### src/rtl/prog_loader.sv
// Write-side loader for the program memory: assembles MSB-first byte streams into words.
// Optional trailing checksum byte when PROG_LOADER_CKSUM_EN is defined.
module prog_loader #(
  parameter int unsigned Psize = 4,
  parameter int unsigned Isize = 17
) (
  input  logic             clk,
  input  logic             reset,
  input  logic             start,
  input  logic [Psize:0]   len,
  input  logic [7:0]       in_data,
  input  logic             in_valid,
  output logic             in_ready,
  output logic             we,
  output logic [Psize-1:0] waddr,
  output logic [Isize-1:0] wdata,
  output logic             busy,
  output logic             done,
  output logic             err
);

  localparam int unsigned NB  = (Isize + 7) / 8;
  localparam int unsigned PAD = 8 * NB - Isize;
  localparam int unsigned CW  = Psize + 1;
  localparam int unsigned SW  = 8 * (NB - 1);
  localparam int unsigned BW  = (NB > 2) ? $clog2(NB) : 1;

  typedef enum logic [2:0] {
    S_IDLE,
    S_RECV,
    S_WRITE,
`ifdef PROG_LOADER_CKSUM_EN
    S_CKSUM,
`endif
    S_DONE,
    S_ERR
  } state_t;

  state_t           state, state_d;
  logic [CW-1:0]    cnt, cnt_d;
  logic [Psize-1:0] addr, addr_d;
  logic [BW-1:0]    bcnt, bcnt_d;
  logic [SW-1:0]    shreg, shreg_d;
  logic [Isize-1:0] wdata_d;
  logic [Psize-1:0] waddr_d;
  logic             xfer, pad_bad, last_word;
`ifdef PROG_LOADER_CKSUM_EN
  logic [7:0]       sum, sum_d;
`endif

  assign xfer      = in_valid & in_ready;
  // Pad bits are the top PAD bits of the first byte of every word.
  assign pad_bad   = |(in_data >> (8 - PAD));
  assign last_word = ({1'b0, addr} == CW'(cnt - 1'b1));

  // Next-state and datapath update.
  always_comb begin
    state_d = state;
    cnt_d   = cnt;
    addr_d  = addr;
    bcnt_d  = bcnt;
    shreg_d = shreg;
    wdata_d = wdata;
    waddr_d = waddr;
`ifdef PROG_LOADER_CKSUM_EN
    sum_d   = sum;
`endif
    case (state)
      S_IDLE, S_DONE, S_ERR: begin
        if (start) begin
          cnt_d   = (len == '0) ? CW'(1 << Psize) : len;
          addr_d  = '0;
          bcnt_d  = '0;
`ifdef PROG_LOADER_CKSUM_EN
          sum_d   = '0;
`endif
          state_d = S_RECV;
        end
      end
      S_RECV: begin
        if (xfer) begin
          shreg_d = {shreg[SW-9:0], in_data};
`ifdef PROG_LOADER_CKSUM_EN
          sum_d   = 8'(sum + in_data);
`endif
          if (bcnt == '0 && pad_bad) begin
            state_d = S_ERR;
          end else if (bcnt == BW'(NB - 1)) begin
            bcnt_d  = '0;
            wdata_d = Isize'({shreg, in_data});
            waddr_d = addr;
            state_d = S_WRITE;
          end else begin
            bcnt_d  = BW'(bcnt + 1'b1);
          end
        end
      end
      S_WRITE: begin
        if (last_word) begin
`ifdef PROG_LOADER_CKSUM_EN
          state_d = S_CKSUM;
`else
          state_d = S_DONE;
`endif
        end else begin
          addr_d  = Psize'(addr + 1'b1);
          state_d = S_RECV;
        end
      end
`ifdef PROG_LOADER_CKSUM_EN
      S_CKSUM: begin
        if (xfer) begin
          state_d = (8'(sum + in_data) == 8'd0) ? S_DONE : S_ERR;
        end
      end
`endif
      default: state_d = S_IDLE;
    endcase
  end

  // State, datapath and registered outputs decoded from the next state.
  always_ff @(posedge clk) begin
    if (reset) begin
      state    <= S_IDLE;
      cnt      <= '0;
      addr     <= '0;
      bcnt     <= '0;
      shreg    <= '0;
      wdata    <= '0;
      waddr    <= '0;
      in_ready <= 1'b0;
      we       <= 1'b0;
      busy     <= 1'b0;
      done     <= 1'b0;
      err      <= 1'b0;
`ifdef PROG_LOADER_CKSUM_EN
      sum      <= '0;
`endif
    end else begin
      state    <= state_d;
      cnt      <= cnt_d;
      addr     <= addr_d;
      bcnt     <= bcnt_d;
      shreg    <= shreg_d;
      wdata    <= wdata_d;
      waddr    <= waddr_d;
      we       <= (state_d == S_WRITE);
      done     <= (state_d == S_DONE);
      err      <= (state_d == S_ERR);
`ifdef PROG_LOADER_CKSUM_EN
      sum      <= sum_d;
      in_ready <= (state_d == S_RECV) || (state_d == S_CKSUM);
      busy     <= (state_d == S_RECV) || (state_d == S_WRITE) || (state_d == S_CKSUM);
`else
      in_ready <= (state_d == S_RECV);
      busy     <= (state_d == S_RECV) || (state_d == S_WRITE);
`endif
    end
  end

endmodule
### config.mk
export PLATFORM = sky130hd
export DESIGN_NAME = prog_loader
export DESIGN_NICKNAME = d
export VERILOG_FILES = /design/src/rtl/prog_loader.sv
export SDC_FILE = /design/constraint.sdc
export NUM_CORES = 1
export LEC_CHECK = 0
export CORE_ASPECT_RATIO = 0.6
export CORE_MARGIN = 5
export CORE_UTILIZATION = 45
export DETAILED_ROUTE_END_ITERATION = 8
export DONT_BUFFER_PORTS = 1
export GPL_TIMING_DRIVEN = 0
export SYNTH_ARGS = -nofsm -noshare
export SYNTH_HDL_FRONTEND = slang
export SYNTH_SLANG_ARGS = --single-unit
### constraint.sdc
create_clock -name clk -period 1.8 [get_ports clk]
set_input_delay 0.27 -clock clk [delete_from_list [all_inputs] [get_ports clk]]
set_output_delay 0.27 -clock clk [all_outputs]
set_load 0.05 [all_outputs]
==> summary.txt <==
Clock network
  • CTS tree: yes
  • Num CTS Buffers: 5
  • Clock Tree Buf Depth: 2
  • Clk sinks: 49
  • CTS clk-pin slew, worst paths: 0.09 ns
  • Clock root buffer: clkbuf_8
  • Clock Latency Late Sink: 0.30 ns
  • H-tree depth: 2

Cells and area
  • Total Nets Final: 257
  • Fraction of layout cells with a size suffix above 1: 19.2%
  • Non-filler cells in the finished layout: 302
  • Commonest cells after routing, fill and taps aside: nor2_1, dfxtp_1, mux2i_1
  • Final core occ: 54.2%
  • Most common cell after layout, fill and taps aside: nor2_1
  • Area growth from synthesis to layout: 18.2%
  • Fillers: 407
  • Antenna diode count: 0

Yosys
  • Post-synth top flop: dfxtp_1
  • Async SR Flop Fraction: 0%
  • EDFF count, synth: 0
  • Syn_nets: 238
  • Number of library cell types mapped by synthesis: 45
  • Sequential fraction of the synthesis area: 47.4%
  • Synth Warn #: 0
  • Cells after Synth: 219
  • Synthesized area per cell: 9.46 um^2
  • Cell Area, Synth: 0.00207 mm^2
  • Seq cells post-synth: 49

STA
  • Final Max Slew Viols: 0
  • Min Tclk post-route: 1.79 ns
  • Fin Hold WS: 0.0978 ns
  • Final setup violation count: 0
  • Max Fclk: 0.559 GHz
  • Clk_skew: 0.00356 ns
  • RSZ-0062 raised after global routing: yes
  • Setup ws final: 0.0102 ns
  • Hold Vio Cnt, Final: 0
  • Crit share post-route: 99.4%
  • Worst-Margin Slew: 0.568 ns
  • Slew HR: 62.1%

Setup path
  • Reg2reg start: cnt[0]$_SDFFE_PP0P_
  • R2r endpoint: addr[0]$_SDFFE_PP0P_
  • CP endpoint kind: flop
  • Worst R2R Path Depth: 9
  • Reg2reg setup slack: 0.01 ns
  • Worst EP arrival: 2.03 ns
  • CP Class: reg2reg
  • Family with the most delay on the worst path: simple AND/OR/NAND/NOR gates
  • Worst Setup Start Kind: flop
  • Worst Path Required: 2.04 ns
  • Crit-path cells: inv_2 -> ha_4 -> buf_4 -> nand2b_4 -> a21o_1 -> and4_4 -> buf_6 -> or3_1 -> a21boi_1
  • CP Buf/Inv Count: 3
  • Slowest-stage cell, CP: dfxtp_2
  • Critical Path Fanout Max: 4
  • CP max stage delay: 0.34 ns

Min path
  • Hold Path Origin: len[2]
  • Hold depth: 2
  • Hold Crit Class: in2reg
  • Hold Path End: cnt[2]$_SDFFE_PP0P_

Global route
  • Vias in the first global route: 1560
  • Congestion Overflow GR: 0
  • Gr usage total: 16.3%
  • First-pass GRT wire length: 7.95 mm
  • Initial antenna violation count: 0
  • Largest net degree at the start of global routing: 14

Routing
  • Total Wirelength: 4.80 mm
  • Antenna-violating nets left: 0
  • Wirelength per Cell: 15.9 um
  • DRC violations left: 0
  • 1st-pass router iterations: 4
  • Via Count: 1607
  • Starting DRT DRC Count: 53
  • DR vias/cell: 5.32

Power and ir drop
  • Net Switching: 498 uW
  • Logic pwr share: 9.9%
  • VDD IR max: 0.329 mV
  • Total power draw: 1960 uW
  • Sequential power share: 58.0%
  • P_leak: 0.000867 uW
  • Pwr/cell area: 801 mW/mm^2
  • Internal power: 1460 uW
  • Clock Power Share: 32.1%
  • Switching share of power: 25.4%

Floorplanning
  • Initial core utilization: 45.8%
  • Std-Cell Rows: 19
  • DIE WIDTH: 97.6 um
  • Core ar.: 0.00452 mm^2
  • I/O pin count: 43
  • Die Y: 62.5 um
  • Die ar.: 0.00610 mm^2

Placed design
  • Placed Instances: 282
  • Final HPWL DP: 3.33 mm
  • Pre-CTS setup slack: -0.282 ns
  • Routability cong.: 0.838
  • Port Buf Inserts: 0

Flow run
  • Max-cap violation count: 0

Status
  • Status: finished clean
-- flip-flops by register name (all words and copies together), names as in the netlist, 2 cells and up --
signal  flops
waddr       4
wdata      17
addr        4
bcnt        2
state       3
cnt         5
shreg       9
-- per-layer routing --
layer | vias to the layer above | global-route usage, % | share of wire [%]
li1 | 805 | - | -
met1 | 755 | 23.7 | 55
met2 | 38 | 22.9 | 38
met3 | 9 | 4.91 | 5.4
met4 | 0 | 5.18 | 1.8
met5 | - | 0 | 0
-- worst max-delay path by stage --
stage | from | slack (ns) | end | cells after the start
finish | cnt[0]$_SDFFE_PP0P_ | 0.01 | addr[0]$_SDFFE_PP0P_ | 9
global route | cnt[1]$_SDFFE_PP0P_ | -0.06 | addr[0]$_SDFFE_PP0P_ | 9
CTS | state[1]$_SDFF_PP0_ | -0.05 | waddr[0]$_SDFFE_PP0P_ | 7
detailed placement | in_ready$_SDFF_PP0_ | -0.28 | waddr[0]$_SDFFE_PP0P_ | 5
global placement | in_ready$_SDFF_PP0_ | -0.25 | wdata[2]$_SDFFE_PP0P_ | 5
floorplan | in_ready$_SDFF_PP0_ | 0.006 | waddr[0]$_SDFFE_PP0P_ | 5
-- stage by stage --
step,setup TNS (ns),area (um^2)
after floorplan,0,2080
after global placement,-5.75,2160
after detailed placement,-6.04,2160
after CTS,-0.227,2420
after global routing,-0.407,2450
final,0,2450
-- worst register-to-register path, delay by kind of cell, from the launching register on --
| family | cells | cell delay, ns |
|---|---|---|
| flip-flops | 1 | 0.34 |
| AO/OA/AOI/OAI | 2 | 0.32 |
| buffers and inverters | 3 | 0.29 |
| AND/OR/NAND/NOR | 3 | 0.63 |
| adder cells (fa/ha/maj) | 1 | 0.14 |
-- cells by family (layout without fill, tap and decap cells) --
family / count (synthesis) / count (layout) / share of synthesized area [%]
simple gates: 86 / 86 / 20.5
flops: 49 / 49 / 47.4
mux: 32 / 32 / 15.5
compound gates: 29 / 29 / 9.43
buf+inv: 17 / 37 / 4.29
xor+xnor: 4 / 4 / 1.69
fa+ha+maj: 2 / 2 / 1.21
-- cell type report --
class                   instances  area, um^2  share of cell area (%)
multi-input cells             153        1060                    43.3
flip-flops and latches         49         993                    40.6
repair buffers                 13         136                    5.57
clock buffers                   8        80.1                    3.27
well taps                      63        78.8                    3.22
plain buffers                  10        76.3                    3.12
inverters                       6        22.5                   0.920
-- what timing repair did --
action	in CTS	in global routing
pin swaps	11	14
setup buffers	11	0
resized for setup	28	7
hold endpoints to repair	0	0
endpoints found under the setup margin	41	32
hold buffers	0	0
cloned	2	0
-- Yosys cell counts (4+ instances only) --
cell,number,area (um^2)
clkbuf_1,6,22.5
nor3_1,5,25.0
o211ai_1,4,30.0
mux2i_1,31,310
nand2_1,10,37.5
a21oi_1,9,45.0
inv_1,6,22.5
nand2b_1,4,25.0
nor2_1,44,165
dfxtp_1,49,981
-- power by group through the flow --
stage	combinational [uW]	sequential [uW]	clock [uW]
floorplan	126	1160	0
global placement	155	1170	0
detailed placement	155	1170	0
CTS	182	1140	650
global route	215	1140	694
finish	194	1140	630
(Power assumes the default switching activity.)
